==> config.mk <==
export PLATFORM = sky130hd
export DESIGN_NAME = load_store_unit_flat
export DESIGN_NICKNAME = d
export VERILOG_FILES = /design/src/rtl/load_store_unit_pkg.sv /design/src/rtl/load_store_unit_if.sv /design/src/rtl/load_store_unit_load_align.sv /design/src/rtl/load_store_unit.sv /design/src/flat_wrapper.sv
export SDC_FILE = /design/constraint.sdc
export NUM_CORES = 1
export LEC_CHECK = 0
export CAP_MARGIN = 30
export CELL_PAD_IN_SITES_DETAIL_PLACEMENT = 1
export CELL_PAD_IN_SITES_GLOBAL_PLACEMENT = 1
export CORE_MARGIN = 2
export CORE_UTILIZATION = 30
export CTS_BUF_LIST = sky130_fd_sc_hd__clkbuf_16
export CTS_CLUSTER_DIAMETER = 120
export DETAILED_ROUTE_END_ITERATION = 6
export GPL_TIMING_DRIVEN = 1
export MAX_ROUTING_LAYER = met4
export PLACE_DENSITY = 0.84
export SLEW_MARGIN = 20
export SYNTH_ARGS = -nofsm -noshare
export SYNTH_HDL_FRONTEND = slang
export SYNTH_SLANG_ARGS = --single-unit
==> constraint.sdc <==
create_clock -name clk -period 5.35 [get_ports clk]
set_clock_uncertainty 0.1 [all_clocks]
set_input_delay 1.07 -clock clk [delete_from_list [all_inputs] [get_ports clk]]
set_output_delay 1.07 -clock clk [all_outputs]
set_load 0.05 [all_outputs]
==> src/rtl/load_store_unit_pkg.sv <==
// Shared width codes, FSM encoding and the request legality rule for the load/store unit.
package load_store_unit_pkg;

    localparam int LSU_XLEN = 32;

    localparam logic [2:0] F3_B  = 3'b000;
    localparam logic [2:0] F3_H  = 3'b001;
    localparam logic [2:0] F3_W  = 3'b010;
    localparam logic [2:0] F3_BU = 3'b100;
    localparam logic [2:0] F3_HU = 3'b101;

    typedef enum logic [1:0] {
        ST_IDLE  = 2'd0,
        ST_ISSUE = 2'd1,
        ST_RESP  = 2'd2
    } lsu_state_e;

    // Unsigned widths only exist for loads; natural alignment is required.
    function automatic logic access_legal(input logic store, input logic [2:0] f3,
                                          input logic [1:0] off);
        logic ok;
        case (f3)
            F3_B:    ok = 1'b1;
            F3_H:    ok = !off[0];
            F3_W:    ok = (off == 2'b00);
            F3_BU:   ok = !store;
            F3_HU:   ok = !store && !off[0];
            default: ok = 1'b0;
        endcase
        return ok;
    endfunction

endpackage

==> src/rtl/load_store_unit_if.sv <==
// Execute-side request, dcache port and writeback/fault signals of the load/store unit.
interface load_store_unit_if;
    import load_store_unit_pkg::*;

    // Handshake: a request transfers on a cycle where req_valid && req_ready;
    // upstream holds req_valid and the request fields stable until then.
    logic                req_valid;
    logic                req_ready;
    logic                req_store;
    logic [2:0]          req_funct3;
    logic [LSU_XLEN-1:0] req_addr;
    logic [LSU_XLEN-1:0] req_wdata;
    logic [4:0]          req_rd;
    logic [LSU_XLEN-1:0] dcache_addr;
    logic                dcache_re;
    logic [3:0]          dcache_we;
    logic [LSU_XLEN-1:0] dcache_din;
    logic [LSU_XLEN-1:0] dcache_dout;
    logic                stall;
    logic                ld_valid;
    logic [LSU_XLEN-1:0] ld_data;
    logic [4:0]          ld_rd;
    logic                fault;
    logic [LSU_XLEN-1:0] fault_addr;

    modport slave (
        input  req_valid, req_store, req_funct3, req_addr, req_wdata, req_rd,
               dcache_dout, stall,
        output req_ready, dcache_addr, dcache_re, dcache_we, dcache_din,
               ld_valid, ld_data, ld_rd, fault, fault_addr
    );

    modport master (
        output req_valid, req_store, req_funct3, req_addr, req_wdata, req_rd,
               dcache_dout, stall,
        input  req_ready, dcache_addr, dcache_re, dcache_we, dcache_din,
               ld_valid, ld_data, ld_rd, fault, fault_addr
    );

endinterface

==> src/rtl/load_store_unit_load_align.sv <==
// Extracts the addressed byte/half/word from a dcache read word and extends it.
module load_align
    import load_store_unit_pkg::*;
(
    input  logic [31:0] dout_i,
    input  logic [2:0]  funct3_i,
    input  logic [1:0]  offset_i,
    output logic [31:0] data_o
);

    logic [31:0] shifted;

    always_comb begin
        shifted = dout_i >> {offset_i, 3'b000};
        case (funct3_i)
            F3_B:    data_o = {{24{shifted[7]}}, shifted[7:0]};
            F3_BU:   data_o = {24'd0, shifted[7:0]};
            F3_H:    data_o = {{16{shifted[15]}}, shifted[15:0]};
            F3_HU:   data_o = {16'd0, shifted[15:0]};
            default: data_o = shifted;
        endcase
    end

endmodule

==> src/rtl/load_store_unit.sv <==
// Registered load/store unit: captures one request, issues it to the dcache
// while honouring stall, and returns extended load data or a fault pulse.
module load_store_unit
    import load_store_unit_pkg::*;
#(
    parameter int XLEN = 32
) (
    input  logic               clk,
    input  logic               reset,
    load_store_unit_if.slave   bus,
    output lsu_state_e         dbg_state_o
);

    lsu_state_e      state_q, state_d;
    logic            store_q;
    logic [2:0]      funct3_q;
    logic [XLEN-1:0] addr_q;
    logic [XLEN-1:0] wdata_q;
    logic [4:0]      rd_q;
    logic            fault_q;
    logic [XLEN-1:0] fault_addr_q;

    logic            accept;
    logic            legal;
    logic            issue_st;
    logic [3:0]      we_lane;
    logic [31:0]     din_lane;
    logic [31:0]     align_data;

    assign accept = bus.req_valid && (state_q == ST_IDLE);
    assign legal  = access_legal(bus.req_store, bus.req_funct3, bus.req_addr[1:0]);

    always_comb begin
        state_d = state_q;
        case (state_q)
            ST_IDLE:  if (accept && legal) state_d = ST_ISSUE;
            ST_ISSUE: if (!bus.stall)      state_d = store_q ? ST_IDLE : ST_RESP;
            ST_RESP:  if (!bus.stall)      state_d = ST_IDLE;
            default:  state_d = ST_IDLE;
        endcase
    end

    // Illegal requests leave the captured transaction untouched; only the fault regs see them.
    always_ff @(posedge clk) begin
        if (reset) begin
            state_q      <= ST_IDLE;
            store_q      <= 1'b0;
            funct3_q     <= 3'd0;
            addr_q       <= '0;
            wdata_q      <= '0;
            rd_q         <= 5'd0;
            fault_q      <= 1'b0;
            fault_addr_q <= '0;
        end else begin
            state_q <= state_d;
            fault_q <= accept && !legal;
            if (accept && legal) begin
                store_q  <= bus.req_store;
                funct3_q <= bus.req_funct3;
                addr_q   <= bus.req_addr;
                wdata_q  <= bus.req_wdata;
                rd_q     <= bus.req_rd;
            end
            if (accept && !legal) fault_addr_q <= bus.req_addr;
        end
    end

    always_comb begin
        we_lane  = 4'b1111;
        din_lane = wdata_q;
        case (funct3_q[1:0])
            2'b00: begin
                we_lane  = 4'b0001 << addr_q[1:0];
                din_lane = {4{wdata_q[7:0]}};
            end
            2'b01: begin
                we_lane  = 4'b0011 << addr_q[1:0];
                din_lane = {2{wdata_q[15:0]}};
            end
            default: ;
        endcase
    end

    load_align u_load_align (
        .dout_i   (bus.dcache_dout),
        .funct3_i (funct3_q),
        .offset_i (addr_q[1:0]),
        .data_o   (align_data)
    );

    assign issue_st        = (state_q == ST_ISSUE) && store_q;
    assign bus.req_ready   = (state_q == ST_IDLE);
    assign bus.dcache_addr = {addr_q[XLEN-1:2], 2'b00};
    assign bus.dcache_re   = (state_q == ST_ISSUE) && !store_q;
    assign bus.dcache_we   = issue_st ? we_lane : 4'b0000;
    assign bus.dcache_din  = issue_st ? din_lane : '0;
    assign bus.ld_valid    = (state_q == ST_RESP) && !bus.stall;
    assign bus.ld_data     = bus.ld_valid ? align_data : '0;
    assign bus.ld_rd       = rd_q;
    assign bus.fault       = fault_q;
    assign bus.fault_addr  = fault_addr_q;
    assign dbg_state_o     = state_q;

endmodule

==> src/flat_wrapper.sv <==
// flat-port wrapper written by rule: the top's interface ports become plain ports
module load_store_unit_flat import load_store_unit_pkg::*;
#(
    parameter int XLEN = 32
)
  (clk, reset, dbg_state_o, bus_req_valid, bus_req_store, bus_req_funct3, bus_req_addr, bus_req_wdata, bus_req_rd, bus_dcache_dout, bus_stall, bus_req_ready, bus_dcache_addr, bus_dcache_re, bus_dcache_we, bus_dcache_din, bus_ld_valid, bus_ld_data, bus_ld_rd, bus_fault, bus_fault_addr);
  load_store_unit_if bus_i ();
  input  logic clk;
  input  logic reset;
  output lsu_state_e dbg_state_o;
  input wire logic [$bits(bus_i.req_valid)-1:0] bus_req_valid;
  input wire logic [$bits(bus_i.req_store)-1:0] bus_req_store;
  input wire logic [$bits(bus_i.req_funct3)-1:0] bus_req_funct3;
  input wire logic [$bits(bus_i.req_addr)-1:0] bus_req_addr;
  input wire logic [$bits(bus_i.req_wdata)-1:0] bus_req_wdata;
  input wire logic [$bits(bus_i.req_rd)-1:0] bus_req_rd;
  input wire logic [$bits(bus_i.dcache_dout)-1:0] bus_dcache_dout;
  input wire logic [$bits(bus_i.stall)-1:0] bus_stall;
  output wire logic [$bits(bus_i.req_ready)-1:0] bus_req_ready;
  output wire logic [$bits(bus_i.dcache_addr)-1:0] bus_dcache_addr;
  output wire logic [$bits(bus_i.dcache_re)-1:0] bus_dcache_re;
  output wire logic [$bits(bus_i.dcache_we)-1:0] bus_dcache_we;
  output wire logic [$bits(bus_i.dcache_din)-1:0] bus_dcache_din;
  output wire logic [$bits(bus_i.ld_valid)-1:0] bus_ld_valid;
  output wire logic [$bits(bus_i.ld_data)-1:0] bus_ld_data;
  output wire logic [$bits(bus_i.ld_rd)-1:0] bus_ld_rd;
  output wire logic [$bits(bus_i.fault)-1:0] bus_fault;
  output wire logic [$bits(bus_i.fault_addr)-1:0] bus_fault_addr;
  assign bus_i.req_valid = bus_req_valid;
  assign bus_i.req_store = bus_req_store;
  assign bus_i.req_funct3 = bus_req_funct3;
  assign bus_i.req_addr = bus_req_addr;
  assign bus_i.req_wdata = bus_req_wdata;
  assign bus_i.req_rd = bus_req_rd;
  assign bus_i.dcache_dout = bus_dcache_dout;
  assign bus_i.stall = bus_stall;
  assign bus_req_ready = bus_i.req_ready;
  assign bus_dcache_addr = bus_i.dcache_addr;
  assign bus_dcache_re = bus_i.dcache_re;
  assign bus_dcache_we = bus_i.dcache_we;
  assign bus_dcache_din = bus_i.dcache_din;
  assign bus_ld_valid = bus_i.ld_valid;
  assign bus_ld_data = bus_i.ld_data;
  assign bus_ld_rd = bus_i.ld_rd;
  assign bus_fault = bus_i.fault;
  assign bus_fault_addr = bus_i.fault_addr;
  load_store_unit #(.XLEN(XLEN)) u_core (.clk(clk), .reset(reset), .bus(bus_i), .dbg_state_o(dbg_state_o));
endmodule
==> impl_metrics.json <==
{
  "status": "finished, final reports clean",
  "irDropWorstVdd_uv": 166,
  "clkSinkCount": 108,
  "grt_pass1_vias": 5591,
  "area_growth_pct": 51.5,
  "yosysMostFrequentCell": "nand2_1",
  "chipWidth_um": 137,
  "cts-htree-levels": 3,
  "initial_utilization_pct": 30.7,
  "grt-ovfl-total": 0,
  "crit_fanout": 9,
  "die-area_sq_mm": 0.0188,
  "start_kind": "input pin",
  "synth.avg_cell_area_sq_um": 7.41,
  "fin_crit_ns": 4.98,
  "syn_inst": 716,
  "p_switching_uw": 613,
  "ys_warn_count": 0,
  "hold_violations": 0,
  "final-setup-viol-count": 0,
  "crit_required_ns": 4.18,
  "antenna_found_initial": 0,
  "ctsResizeCount": 0,
  "cts_buffer_depth": 2,
  "combPwrFrac_pct": 21.6,
  "p_int_mw": 1.48,
  "ant_nets": 0,
  "layout-drive-gt1-share_pct": 5.07,
  "io_buffer_count": 249,
  "numCtsBuffers": 9,
  "arrival_ns": 3.81,
  "synth_common_cells": "229 x nand2_1, 127 x a21oi_1, 108 x dfxtp_1",
  "grt_pass1_wl_um": 30300,
  "drc": 0,
  "ys_types": 39,
  "routed_wl_um": 20300,
  "hp-start": "u_core.bus.fault_addr[10]",
  "timing.rr.end": "u_core.addr_q[25]",
  "antenna_cells": 0,
  "rows": 48,
  "holdBufCountCts": 0,
  "tritoncts": "built",
  "clockPowerShare_pct": 36.8,
  "r2r_cells": 5,
  "timing.final.crit_share_pct": 93.1,
  "rsz0062_at_grt": "false",
  "path_clk_slew_ns": 0.07,
  "holdPathEnd": "u_core.bus.fault_addr[10]",
  "max_slew_margin_pct": 36.1,
  "synth_top_area_share_pct": 40.7,
  "core_area_sq_mm": 0.0173,
  "die_height_um": 137,
  "num-nets-final": 1012,
  "critPathCaptureType": "output port",
  "synth_ff_type": "dfxtp_1",
  "switching_share_pct": 29.3,
  "root_buffer": "clkbuf_16",
  "worstHoldPathCells": 2,
  "power_mw": 2.09,
  "clkLatencyLatePin_ns": 0.35,
  "dr_total_vias": 5561,
  "routabilityCongestion": 0.830,
  "dr.pass1.iters": 4,
  "fmax_ghz": 0.201,
  "ys_seq_area_share_pct": 40.7,
  "worstHoldPathType": "flip-flop to flip-flop",
  "netlist.top_cell.by_area": "dfxtp_1",
  "avgRoutedWirePerCell_um": 17.9,
  "ios": 252,
  "seqPwrFrac_pct": 41.6,
  "grt_usage_pct": 21.6,
  "drt_iter0_drc": 221,
  "tightest_slew_ns": 0.959,
  "power.leakage_nw": 2.77,
  "yosys-top-cells-area": "dfxtp_1 41%, nand2_1 16%, a21oi_1 12%",
  "viasPerCell": 4.91,
  "finalSetupTns_ns": 0,
  "hpwl_um": 14400,
  "drv_slew": 0,
  "rrSetupSlack_ns": 3.12,
  "synth-async-reset-ratio_pct": 0,
  "path_class": "input pin to output port",
  "p_per_area_mw_per_mm2": 260,
  "maxCapViolations": 0,
  "grt_start_max_net_pins": 109,
  "syn_area_sq_mm": 0.00531,
  "synth_edf_count": 0,
  "synth-seq-cells": 108,
  "reg2reg_from": "u_core.dbg_state_o[1]",
  "cts_setup_buffers": 0
}
[flip-flops by register name, summed over array words and instances (netlist names)]
signal / flops
u_core.dbg_state_o: 2
u_core.store_q: 1
u_core.funct3_q: 3
u_core.wdata_q: 32
u_core.bus.fault: 1
u_core.addr_q: 32
u_core.bus.ld_rd: 5
u_core.bus.fault_addr: 32
[layer usage]
layer / up-vias / GRT usage (%) / share of wire, %
li1: 2725 / - / -
met1: 2634 / 24.3 / 41
met2: 182 / 36.6 / 49
met3: 20 / 7.15 / 9.0
met4: 0 / 6.24 / 1.6
met5: - / - / 0
[logic make-up after synthesis]
group                  Yosys count  share of synthesized area (%)
buffers and inverters           98                           10.4
multiplexers                    34                           7.05
other                            1                         0.0707
flip-flops                     108                           40.7
AO/OA/AOI/OAI                  174                           18.7
AND/OR/NAND/NOR                301                           23.1
[final cells by class]
| type | instances | area [sq um] |
|---|---|---|
| fill | 2101 | 9260 |
| multi-input combinational | 511 | 2620 |
| timing repair buffer | 261 | 2590 |
| sequential | 108 | 2160 |
| tap | 225 | 282 |
| clock buffer | 9 | 225 |
| clock inverter | 7 | 115 |
| inverter | 12 | 45.0 |
[power by group through the flow]
stage	logic [mW]	clock network (mW)	registers, mW
global route	0.484	0.829	0.877
detailed placement	0.455	0	0.890
finish	0.453	0.770	0.871
floorplan	0.216	0	0.945
global placement	0.449	0	0.888
CTS	0.458	0.796	0.871
[worst max-delay path by stage]
stage	start	end	slack [ns]	cells after the start
after floorplan	bus_stall	bus_ld_data[29]	0.44	4
after global placement	bus_stall	bus_ld_data[20]	0.54	7
after detailed placement	bus_stall	bus_ld_data[22]	0.40	7
after CTS	bus_stall	bus_ld_data[22]	0.39	7
after global routing	bus_stall	bus_ld_data[16]	0.22	7
final	bus_stall	bus_ld_data[22]	0.37	7
[per-stage QoR]
stage	instance area (sq um)	worst slack, ns	cells	util, %	hold slack [ns]
after global placement	7680	0.537	1116	44.4	0.341
after CTS	8040	0.393	1133	46.5	0.357
after global routing	8040	0.224	1133	46.5	0.372
after floorplan	5310	0.442	717	-	0.336
final	8040	0.368	1133	46.5	0.354
after detailed placement	7700	0.398	1117	44.5	0.348
[layout by cell type (no fill, tap or decap), drive strengths merged, types with 3 or more instances in the layout]
master         count
clkdlybuf4s50    248
nand2            229
a21oi            127
dfxtp            108
nor2              42
mux2i             25
a211oi            15
buf               13
inv               11
o21ai             11
and3               9
clkbuf             9
o311ai             8
nor2b              8
a221oi             8
mux2               7
clkinv             5
bufinv             3
[critical path, cell delays in order]
cell	delay (ns)
clkdlybuf4s50_1	0.46
nand3b_2	0.41
inv_1	0.22
nand4_1	0.34
a21boi_2	0.34
o21ai_0	0.13
clkdlybuf4s50_1	0.83
Power figures use the tool's default switching activity.
==> edit 1 (config.mk and constraints unchanged) <==
Register the output `dbg_state_o` once more; this adds one clock of latency there. The other outputs are not delayed to match.
--- a/src/rtl/load_store_unit.sv
+++ b/src/rtl/load_store_unit.sv
@@ -100,5 +100,7 @@
     assign bus.fault       = fault_q;
     assign bus.fault_addr  = fault_addr_q;
-    assign dbg_state_o     = state_q;
+    always_ff @(posedge clk) begin
+        dbg_state_o <= state_q;
+    end
 
 endmodule
Behaviour: not the same (a bounded check fails within 4 cycles, from zero or initial values and one cycle with reset high).
==> edit 1 against the unedited design <==
  * Setup slack got worse by 0.032 ns
  * Synthesized area increased by 0.75%
  * Core utilization decreased by 0.10 points
  * Wire length rose by 0.28%
  * Design area increased by 0.12%
  * Critical path depth did not move
  * Power fell by 1.1%
  * Via count rose by 1.6%
  * Sequential share of layout area grew 0.46 points
  * Sequential cell count is 2 higher
  * Critical path type unchanged
  * Critical endpoint is now bus_ld_data[21]
  * Largest cell class unchanged
==> edit 1: results (changes against the unedited design) <==
[placed_design]
gp_congestion=0.807  ; was 0.830
place_inst=1119  ; was 1117
hpwl_um=14900  ; was 14400 um
dpl_cell_area_um2=7730  ; was 7700 um2
post-place-ws_ns=0.331  ; was 0.398 ns

[worst_setup_path]
crit_path_end=bus_ld_data[21]  ; was bus_ld_data[22]
max_stage_delay_ns=0.84
timing.rr.start=u_core.state_q[1]  ; was u_core.dbg_state_o[1]
ff2ff_path_depth=5  ; unchanged
r2r_end=u_core.wdata_q[2]  ; was u_core.addr_q[25]
cp_slowest_cell=clkdlybuf4s50_1  ; unchanged
crit_arrival_ns=3.84  ; was 3.81 ns
r2r_slack_ns=3.03  ; was 3.12 ns

[sta]
tightestPinTransition_ns=0.948  ; was 0.959 ns
max_freq_mhz=199  ; was 201 MHz

[drt]
dr.first_iter.drc_count=185  ; was 221
wl_met1_um=8310  ; was 8250 um
drt_wl_total_um=20300  ; about the same
wl_per_cell_um=17.9  ; about the same
num_vias=5648  ; was 5561
dr.max_layer_used=met4  ; unchanged
wl_met3_um=1500  ; was 1820 um
wl_met2_um=10100  ; was 9870 um

[die]
tap_cells=225  ; unchanged

[yosys]
synth.area.top_cells=dfxtp_1 (41%), nand2_1 (16%), a21oi_1 (12%), buf_4 (5.5%), mux2i_1 (4.7%)  ; unchanged
synth_xor_area_share_pct=0  ; unchanged
synth-compound-area-share_pct=18.5  ; was 18.7%
yosysUniqueCellTypes=39  ; unchanged
synth.top_cells.by_count=nand2_1 (229), a21oi_1 (127), dfxtp_1 (110)  ; was nand2_1 (229), a21oi_1 (127), dfxtp_1 (108)
synth.area.mux_share_pct=7.00  ; was 7.05%
yosysWarnings=0  ; unchanged
ys_seq_area_share_pct=41.2  ; was 40.7%
syn_inst=718  ; was 716

[clock_network]
path_clk_slew_ns=0.08
cts_sinks=110  ; was 108
root_buffer=clkbuf_16  ; unchanged
clk_latency_ns=0.35  ; about the same
clock_path_buffers=2  ; unchanged
htree_levels=3  ; unchanged

[finish]
n_antenna_cell=0  ; unchanged
nMultiInputCombCells=511  ; unchanged
syn_to_final_growth_pct=50.5  ; was 51.5%
layout.nonclk_buf_share_pct=32.1  ; was 32.2%
clk_share_pct=4.00  ; was 4.23%
final_nets=1014  ; was 1012
fill_cells=2127  ; was 2101
drive_gt1_share_pct=5.16  ; was 5.07%
seq_share_pct=27.4  ; was 26.9%

[pwr]
peakVddDrop_mv=0.146  ; was 0.166 mV
p_leak_nw=2.77  ; about the same

[global_routing]
grt_pass1_vias=5789  ; was 5591
grt_max_degree=64  ; was 109
track_usage_pct=21.8  ; was 21.6%
grt_pass1_wl_um=30800  ; was 30300 um
gr-usage-met2_pct=37.4  ; was 36.6%
grt.met1_usage_pct=24.9  ; was 24.3%
use_met3_pct=5.08  ; was 7.15%

[status]
outcome=finished, final reports clean  ; unchanged

==> edit 1: report_power, final <==
group | internal (mW) | switching (mW) | total [mW] | leakage [nW]
logic | 0.179 | 0.271 | 0.450 | 1.72
clock network | 0.412 | 0.320 | 0.731 | 0.150
registers | 0.860 | 0.0295 | 0.890 | 0.897
==> edit 1: worst min path at each step <==
stage / startpoint / end / slack [ns] / cells past startpoint
after global routing: u_core.state_q[0] / u_core.dbg_state_o[0] / 0.33 / 0
after floorplan: u_core.state_q[0] / u_core.dbg_state_o[0] / 0.28 / 0
after detailed placement: u_core.state_q[0] / u_core.dbg_state_o[0] / 0.30 / 0
final: u_core.state_q[0] / u_core.dbg_state_o[0] / 0.31 / 0
after global placement: u_core.state_q[0] / u_core.dbg_state_o[0] / 0.29 / 0
after CTS: u_core.state_q[0] / u_core.dbg_state_o[0] / 0.31 / 0
==> edit 1: critical path, delay by kind of cell <==
family	cells	cell delay, ns
AOI/OAI and AO/OA	2	0.49
buffers and inverters	3	1.53
and+or+nand+nor	2	0.76
==> edit 2 (same settings) <==
Made on the original files. Make the reset (`reset`) asynchronous in one clocked block.
--- a/src/rtl/load_store_unit.sv
+++ b/src/rtl/load_store_unit.sv
@@ -42,5 +42,5 @@
 
     // Illegal requests leave the captured transaction untouched; only the fault regs see them.
-    always_ff @(posedge clk) begin
+    always_ff @(posedge clk or posedge reset) begin
         if (reset) begin
             state_q      <= ST_IDLE;
Behaviour: differs if reset is asserted again (counterexample within 4 cycles, from zero or initial values and one cycle with reset high); with reset held inactive, the same outputs for 10 cycles.
==> edit 2 against the unedited design <==
  * Synthesized area grew 9.2%
  * Wire length fell by 10%
  * Design area rose by 6.7%
  * Sequential cell count unchanged
  * Count of clock-buffer cells in the layout stayed put
  * Setup slack better by 0.0048 ns
  * Critical path type unchanged
  * Final cell count decreased by 16%
  * Highest routed layer unchanged
  * Die area up 9.0%
Power is not compared: it rests on default switching activity, and its combinational part moved more than twofold at a synthesized area within 25%.
==> edit 2: results (changes against the unedited design) <==
[finish]
clk_share_pct=3.46  ; was 4.23%
layout.nonclk_buf_share_pct=30.0  ; was 32.2%
non_clock_inverter_count=4  ; was 12
n_antenna_cell=2  ; was 0
fill_cells=1996  ; was 2101
drive_gt1_share_pct=22.3  ; was 5.07%
nMultiInputCombCells=303  ; was 511
seq_share_pct=31.5  ; was 26.9%
final_nets=796  ; was 1012

[drt]
wl_met1_um=7430  ; was 8250 um
wl_met3_um=1710  ; was 1820 um
dr.first_iter.drc_count=109  ; was 221
wl_per_cell_um=19.0  ; was 17.9 um
num_vias=4483  ; was 5561
wl_met2_um=8810  ; was 9870 um

[global_routing]
grt.met1_usage_pct=20.9  ; was 24.3%
grt_max_degree=42  ; was 109
use_met3_pct=6.44  ; was 7.15%
grt_antenna_before_repair=2  ; was 0
grt_pass1_vias=4888  ; was 5591
track_usage_pct=18.2  ; was 21.6%
gr-usage-met2_pct=30.4  ; was 36.6%
grt_pass1_wl_um=27700  ; was 30300 um

[worst_setup_path]
crit_path_max_fanout=16  ; was 9
cp_slowest_cell=clkdlybuf4s50_1  ; unchanged
max_stage_delay_ns=0.83  ; about the same

[status]
outcome=finished, final reports clean  ; unchanged

[placed_design]
hpwl_um=13900  ; was 14400 um
gp_congestion=0.790  ; was 0.830

[yosys]
yosysUniqueCellTypes=31  ; was 39
synth.top_cells.by_count=dfrtp_1 (108), mux2_4 (59), mux2_2 (54)  ; was nand2_1 (229), a21oi_1 (127), dfxtp_1 (108)
ys_seq_area_share_pct=46.6  ; was 40.7%
async_flop_share_pct=100  ; was 0%

[clock_network]
clock_path_buffers=2  ; unchanged
clk_latency_ns=0.35  ; about the same

[sta]
slew_headroom_pct=41.9  ; was 36.1%

edit 2: cell types whose count changed after synthesis, sizes merged, moves of 3 or more:
| cell | change |
|---|---|
| a21oi | -106 |
| buf | -6 |
| o311ai | -8 |
| dfxtp | -108 |
| nor2b | +4 |
| mux2 | +106 |
| nand2 | -200 |
| o21ai | +7 |
| o211ai | +3 |
| clkbuf | -15 |
| dfrtp | +108 |
| inv | -8 |
| nor2 | -6 |
edit 2: cells by family (layout without fill, tap and decap cells):
kind of cell,count (synthesis),after routing,synth area share [%]
muxes,141,141,30.8
DFF,108,108,46.6
and+or+nand+nor,94,94,7.62
buffers and inverters,69,281,7.77
AOI/OAI and AO/OA,66,66,7.10
other,1,4,0.0647
edit 2: stage by stage:
stage | area, um2 | utilization (%) | setup WS, ns | std cells | power (mW)
floorplan | 5800 | - | 1.09 | 480 | 3.10
global placement | 8260 | 43.9 | 0.456 | 935 | 3.73
detailed placement | 8280 | 44.0 | 0.350 | 936 | 3.78
CTS | 8570 | 45.5 | 0.336 | 952 | 4.47
global route | 8580 | 45.6 | 0.202 | 954 | 4.63
finish | 8580 | 45.6 | 0.373 | 954 | 4.41
edit 2: worst paths after layout:
path                                             from                         to  slack, ns  depth (start not counted)
worst max-delay path                        bus_stall            bus_ld_data[31]       0.37                          6
worst min-delay path               u_core.wdata_q[28]         u_core.wdata_q[28]       0.41                          1
worst max register to register  u_core.dbg_state_o[0]  u_core.bus.fault_addr[30]       3.35                          5
worst min register to register     u_core.wdata_q[28]         u_core.wdata_q[28]       0.41                          1
max in group asynchronous                       reset          u_core.addr_q[29]       3.21                          3
min in group asynchronous                       reset          u_core.addr_q[11]       1.03                          2
